$ cat src/rtl/serial_word_adder.sv
// Bit-serial, LSB-first two's-complement adder/subtractor. Each word's parallel
// result (word_sum, carry_out, overflow) is published one cycle after its MSB.
module serial_word_adder #(
  parameter int W = 8
) (
  input  logic         clk,
  input  logic         rst,
  input  logic         in_valid,
  input  logic         first,
  input  logic         sub,
  input  logic         a,
  input  logic         b,
  output logic         out_valid,
  output logic         sum,
  output logic         word_valid,
  output logic [W-1:0] word_sum,
  output logic         carry_out,
  output logic         overflow,
  output logic         frame_err
);

  localparam int IW = (W > 1) ? $clog2(W) : 1;

  typedef enum logic {IDLE, ACTIVE} state_t;

  state_t        state, state_nx;
  logic [IW-1:0] idx, idx_cur;
  logic          carry, op;
  logic [W-2:0]  acc;

  logic          accept, last;
  logic          op_cur, c_in, b_x, s, c_nx;
  logic [W-1:0]  acc_nx;

  logic          out_valid_d, sum_d, word_valid_d, frame_err_d;

  // A first bit restarts the word from any state, so op/carry/idx come from the inputs.
  always_comb begin
    accept  = in_valid & (first | (state == ACTIVE));
    op_cur  = first ? sub : op;
    c_in    = first ? sub : carry;
    idx_cur = first ? '0 : idx;
    last    = accept & (idx_cur == IW'(W-1));
    b_x     = b ^ op_cur;
    s       = a ^ b_x ^ c_in;
    c_nx    = (a & b_x) | (a & c_in) | (b_x & c_in);
    acc_nx  = {1'b0, acc};
    if (accept) acc_nx[idx_cur] = s;
  end

  always_ff @(posedge clk) begin
    if (rst) state <= IDLE;
    else     state <= state_nx;
  end

  always_comb begin
    state_nx = state;
    if (accept) state_nx = last ? IDLE : ACTIVE;
  end

  always_comb begin
    out_valid_d  = accept;
    sum_d        = accept & s;
    word_valid_d = last;
    frame_err_d  = in_valid & ~first & (state == IDLE);
  end

  // Partial bits live in acc so word_sum keeps the previous word until completion.
  always_ff @(posedge clk) begin
    if (rst) begin
      idx        <= '0;
      carry      <= 1'b0;
      op         <= 1'b0;
      acc        <= '0;
      out_valid  <= 1'b0;
      sum        <= 1'b0;
      word_valid <= 1'b0;
      word_sum   <= '0;
      carry_out  <= 1'b0;
      overflow   <= 1'b0;
      frame_err  <= 1'b0;
    end else begin
      out_valid  <= out_valid_d;
      sum        <= sum_d;
      word_valid <= word_valid_d;
      frame_err  <= frame_err_d;
      if (accept) begin
        op    <= op_cur;
        carry <= c_nx;
        idx   <= last ? '0 : idx_cur + 1'b1;
        acc   <= acc_nx[W-2:0];
      end
      if (last) begin
        word_sum  <= acc_nx;
        carry_out <= c_nx;
        overflow  <= c_in ^ c_nx;
      end
    end
  end

endmodule

$ cat config.mk
export PLATFORM = sky130hd
export DESIGN_NAME = serial_word_adder
export DESIGN_NICKNAME = d
export VERILOG_FILES = /design/src/rtl/serial_word_adder.sv
export SDC_FILE = /design/constraint.sdc
export NUM_CORES = 1
export LEC_CHECK = 0
export BUFFER_PORTS_ARGS = -buffer_cell sky130_fd_sc_hd__clkbuf_2
export CORE_MARGIN = 5
export CORE_UTILIZATION = 35
export CTS_CLUSTER_DIAMETER = 30
export DETAILED_ROUTE_END_ITERATION = 8
export MAX_ROUTING_LAYER = met4
export PLACE_DENSITY_LB_ADDON = 0.25
export SETUP_SLACK_MARGIN = 0.4
export SLEW_MARGIN = 30
export SYNTH_ARGS = -nofsm -noshare
export SYNTH_HDL_FRONTEND = slang
export SYNTH_SLANG_ARGS = --single-unit
$ cat constraint.sdc
create_clock -name clk -period 1.8 [get_ports clk]
set_clock_uncertainty 0.1 [all_clocks]
set_input_delay 0.27 -clock clk [delete_from_list [all_inputs] [get_ports clk]]
set_output_delay 0.27 -clock clk [all_outputs]
set_load 0.005 [all_outputs]
### Word-level counts from Yosys, hierarchy flattened

Index checks and enable logic that the tools add are counted.

* reductions and logical operators: 1
* multiplexer cells: 9
* bitwise logic cells: 17
* add/sub/neg operators: 1
* eq/ne operators: 1
* $lt $le $gt $ge: 2

Operators with widths (number)
* AND 1 bit: 8
* bitwise mux 8 bit: 1
* 2-to-1 mux 8 bit: 1
* 2-to-1 mux 3 bit: 2
* < comparator 3 x 4 -> 1 bit, second input constant: 1
* 2-to-1 mux 1 bit: 4
* bitwise XOR 1 bit: 4
* adder 3 x 1 -> 3 bit, second input constant: 1
* demux 1 bit (select 3 bit): 1
* == test 3 bit, second input constant: 1
* greater-or-equal comparator 3 x 1 -> 1 bit, second input constant: 1
* bitwise OR 1 bit: 3
* inverter 1 bit: 2
* logical AND 1 bit: 1

* output and inout bits: 14
* input bits: 7
* word-level logic and storage cells: 43
* register bits: 27

### Longest topological paths before layout

* word-level depth: 7
* mapped depth: 6
* depth with buffers taken out: 5

### Least setup slack after synthesis

Ideal clock, no wire load.

* path kind: input -> register
* from: input port first
* to: register acc[0]
* buffers on the path: 1
* library setup time: 0.070 ns
* arrival: 1.585 ns
* slack: 0.044 ns
* stages on the path: 6
* required time: 1.630 ns
* cell sequence: buf_2 > mux2i_1 > xnor2_1 > fa_1 > o211ai_1 > a21oi_1

* cells in the longest elaborated chain, start to end: 7
* elaborated cells between the ends (all ways): 15
* classes of those cells: 2 x order compare; 7 x mux; 5 x bitwise; 1 x reduce/logical

RTL lines
* from (decl): line 9 `input logic first,`
* 2-to-1 mux 3 bit: line 42 `idx_cur = first ? '0 : idx;`
* < comparator 3 x 4 -> 1 bit (not written as such) / greater-or-equal comparator 3 x 1 -> 1 bit (equally long branches): line 48 `if (accept) acc_nx[idx_cur] = s;`
* logical AND 1 bit (not written as such): line 48
* 2-to-1 mux 1 bit (not written as such): line 48
* demux 1 bit (select 3 bit): line 48
* bitwise mux 8 bit: line 48
* 2-to-1 mux 8 bit: line 48
* to (signal assigned): line 91 `acc <= acc_nx[W-2:0];`
* to (decl): line 29 `logic [W-2:0] acc;`

Several ways; a longest one is shown, not always the timed one.
A chain may end at the register's enable or synchronous reset.

### Worst setup path in the final report

* from: register carry
* to: register acc[6]

* cells in the longest elaborated chain, start to end: 4

RTL lines
* from (decl): line 28 `logic carry, op;`
* from (signal assigned): line 89 `carry <= c_nx;`
* 2-to-1 mux 1 bit: line 41 `c_in = first ? sub : carry;`
* bitwise XOR 1 bit: line 45 `s = a ^ b_x ^ c_in;`
* bitwise mux 8 bit: line 48
* 2-to-1 mux 8 bit: line 48

No other way between the ends.

==> flow_summary.toml <==
[routing]
via_per_inst = 5.22
wire_per_inst_um = 13.4
drt_iter0_drc = 44
ant_nets = 0
drc = 0
dr.pass1.iters = 4
num_vias = 1059
finalWirelength_um = 2730

[floorplanning]
core_um2 = 3340
dieArea_um2 = 4690
dieWidth_um = 68.5
ios = 21
start_util = 0.359
rows = 21
fp.dieH_um = 68.5

[final_layout]
n_antenna_cell = 0
nNetsFinal = 166
n_fill_cell = 349
final_cell_count_no_fill = 203
drive_gt1_frac = 0.274
finalInstanceArea_um2 = 1420
syn_to_final_growth_pct = 18.5
multi_input_area_um2 = 609
seq_area_um2 = 544

[yosys]
syn-cell-area_um2 = 1200
avgSynthCellArea_um2 = 8.81
yosysSeqAreaShare = 0.451
synth.distinct_cells = 35
ys_seq_elements = 27
ys_warn_count = 0
synthCells = 136
synth_nets = 144

[sta]
min_period_over_period = 0.929
finalMaxSlewViolations = 0
fmax_mhz = 598
period_needed_ps = 1670
maxSlewHeadroom = 0.734
worstMarginPinSlew_ps = 398
finalSetupViolCount = 0
hold_viol_final = 0
rsz0062_at_grt = "yes"

[setup_path]
endpoint_kind = "flop"
r2r_start = "carry"
cp_cell_sequence = "mux2_4 -> fa_2 -> nand4_1 -> a21oi_1"
rrSetupSlack_ps = 130
critPathMaxStageDelay_ps = 640
worstPathMaxFanout = 8
required_ps = 1960
crit_type = "flop to flop"
critical_path.startpoint = "carry"
cp_slowest_cell = "fa_2"
startpoint_type = "flop"
crit_arrival_ps = 1840
r2r-end = "acc[6]"
worstRegToRegCells = 4

[clocking]
cts_hold_buf = 0
cts_sinks = 27
cts_tree = "yes"
numCtsBuffers = 3
clock_path_buffers = 2
insertion_delay_ps = 330
root_buffer = "clkbuf_4"
clkTransAtPathRegs_ps = 150
htreeDepth = 1

[global_route]
grt_pass1_wl_um = 4650
grt_usage = 0.134
grt_antenna_before_repair = 0
first_global_vias = 1031
overflow = 0
grt_max_degree = 21

[power_and_ir_drop]
p_leak_nw = 0.542
ir_drop_uv = 369
power.density_nw_per_um2 = 724

[place]
dp_hpwl_um = 1960
dp.cells = 197
dpl_cell_area_um2 = 1360
place_congestion = 0.833
numPortBuffers = 20

[outcome]
status = "finished, final reports clean"

[min_path]
min_to = "op"
hold_depth = 3
hold_path_class = "primary input to flop"
holdCritStartpoint = "sub"

[run]
cap_violations = 0
-- cell type report --
type / count / area share
multi-input combinational: 95 / 0.429
sequential: 27 / 0.383
timing repair buffer: 30 / 0.123
tap: 46 / 0.0405
clock buffer: 3 / 0.0159
clock inverter: 1 / 0.00529
inverter: 1 / 0.00264
-- how the worst max path moves through the flow --
stage | endpoint | slack, ps | cells after the start
6_report | acc[6] | 130 | 4
5_1_grt | acc[6] | 70 | 4
4_1_cts | acc[6] | 110 | 5
3_5_place_dp | acc[6] | -60 | 6
3_3_place_gp | word_sum[7] | -30 | 6
2_1_floorplan | acc[6] | 100 | 6
-- stage by stage --
stage | TNS [ps] | power, mW | hold WS [ps] | setup WS [ps] | utilization
2_1_floorplan | 0 | 0.721 | 321 | 102 | -
3_3_place_gp | -120 | 0.756 | 346 | -28.8 | 0.409
3_5_place_dp | -261 | 0.760 | 356 | -63.4 | 0.409
4_1_cts | 0 | 1.03 | 141 | 114 | 0.422
5_1_grt | 0 | 1.08 | 151 | 74.0 | 0.426
6_report | 0 | 1.03 | 135 | 128 | 0.426
-- what timing repair did --
action,in CTS,in global routing
resized for setup,3,3
pin swaps,4,5
setup endpoints to repair,11,19
endpoints found under the hold margin,0,0
setup buffers,1,1
-- cells by family after synthesis --
logic type	count (synthesis)	synth area share
multiplexers	5	0.0428
AO/OA/AOI/OAI	42	0.192
AND/OR/NAND/NOR	45	0.230
buffers and inverters	14	0.0532
adder cells (fa/ha/maj)	1	0.0167
XOR/XNOR	2	0.0146
flip-flops	27	0.451
-- sequential cells by signal, summed over array words and instances (netlist names) --
name,flops
out_valid,1
overflow,1
sum,1
carry_out,1
frame_err,1
word_valid,1
op,1
acc,7
idx,3
word_sum,8
carry,1
state,1
-- power breakdown --
group / leakage [nW] / switching [mW] / internal [mW] / total, mW
registers: 0.220 / 0.00495 / 0.610 / 0.615
clock network: 0.0139 / 0.190 / 0.0849 / 0.275
logic: 0.307 / 0.0774 / 0.0602 / 0.138
-- cells in the final DEF (no fill, tap or decap), types with 2 or more instances in the layout --
master | netlist | layout
nand2b_1 | 7 | 7
a21oi_1 | 20 | 20
nor2_1 | 4 | 4
dfxtp_2 | 0 | 3
clkbuf_4 | 0 | 3
dfxtp_1 | 27 | 24
clkbuf_2 | 0 | 20
nand3_1 | 11 | 10
nand4b_1 | 4 | 4
nor3_1 | 2 | 2
nand4_1 | 3 | 3
mux2i_1 | 4 | 4
buf_4 | 1 | 10
nand2_1 | 4 | 3
and2b_1 | 2 | 2
o21ai_1 | 14 | 14
-- worst max-delay path, delay by kind of cell (launching register included) --
family / cells / cell delay [ps]
mux: 1 / 280
flops: 1 / 350
compound gates: 1 / 130
simple gates: 1 / 110
fa+ha+maj: 1 / 640
-- cells in the mapped netlist, drive strengths merged --
library cell / instances / area [um2]
mux2i: 4 / 40.0
xor2: 1 / 8.76
nand4bb: 1 / 11.3
o41ai: 1 / 8.76
o21ai: 15 / 75.1
o2bb2ai: 1 / 8.76
dfxtp: 27 / 541
a21boi: 1 / 7.51
clkbuf: 6 / 22.5
fa: 1 / 20.0
a311oi: 1 / 8.76
nor2b: 1 / 6.26
nand4: 3 / 18.8
a21oi: 20 / 100
nand4b: 4 / 35.0
buf: 7 / 37.5
a31oi: 1 / 6.26
nor3: 2 / 10.0
nor2: 4 / 15.0
and2b: 2 / 15.0
and4bb: 1 / 12.5
nand3: 11 / 55.1
inv: 1 / 3.75
xnor2: 1 / 8.76
mux2: 1 / 11.3
nand2b: 7 / 43.8
and2: 2 / 12.5
o211ai: 1 / 7.51
o31ai: 1 / 7.51
and4b: 1 / 10.0
or2: 1 / 6.26
nand2: 4 / 15.0
nor4b: 1 / 8.76
-- metal layers --
metal / track usage / vias to the layer above / routed length, um
li1: - / 532 / -
met1: 0.160 / 496 / 1170
met2: 0.222 / 27 / 1390
met3: 0.0211 / 4 / 126
met4: 0.0596 / 0 / 40
met5: - / - / 0
(Power assumes the default switching activity.)
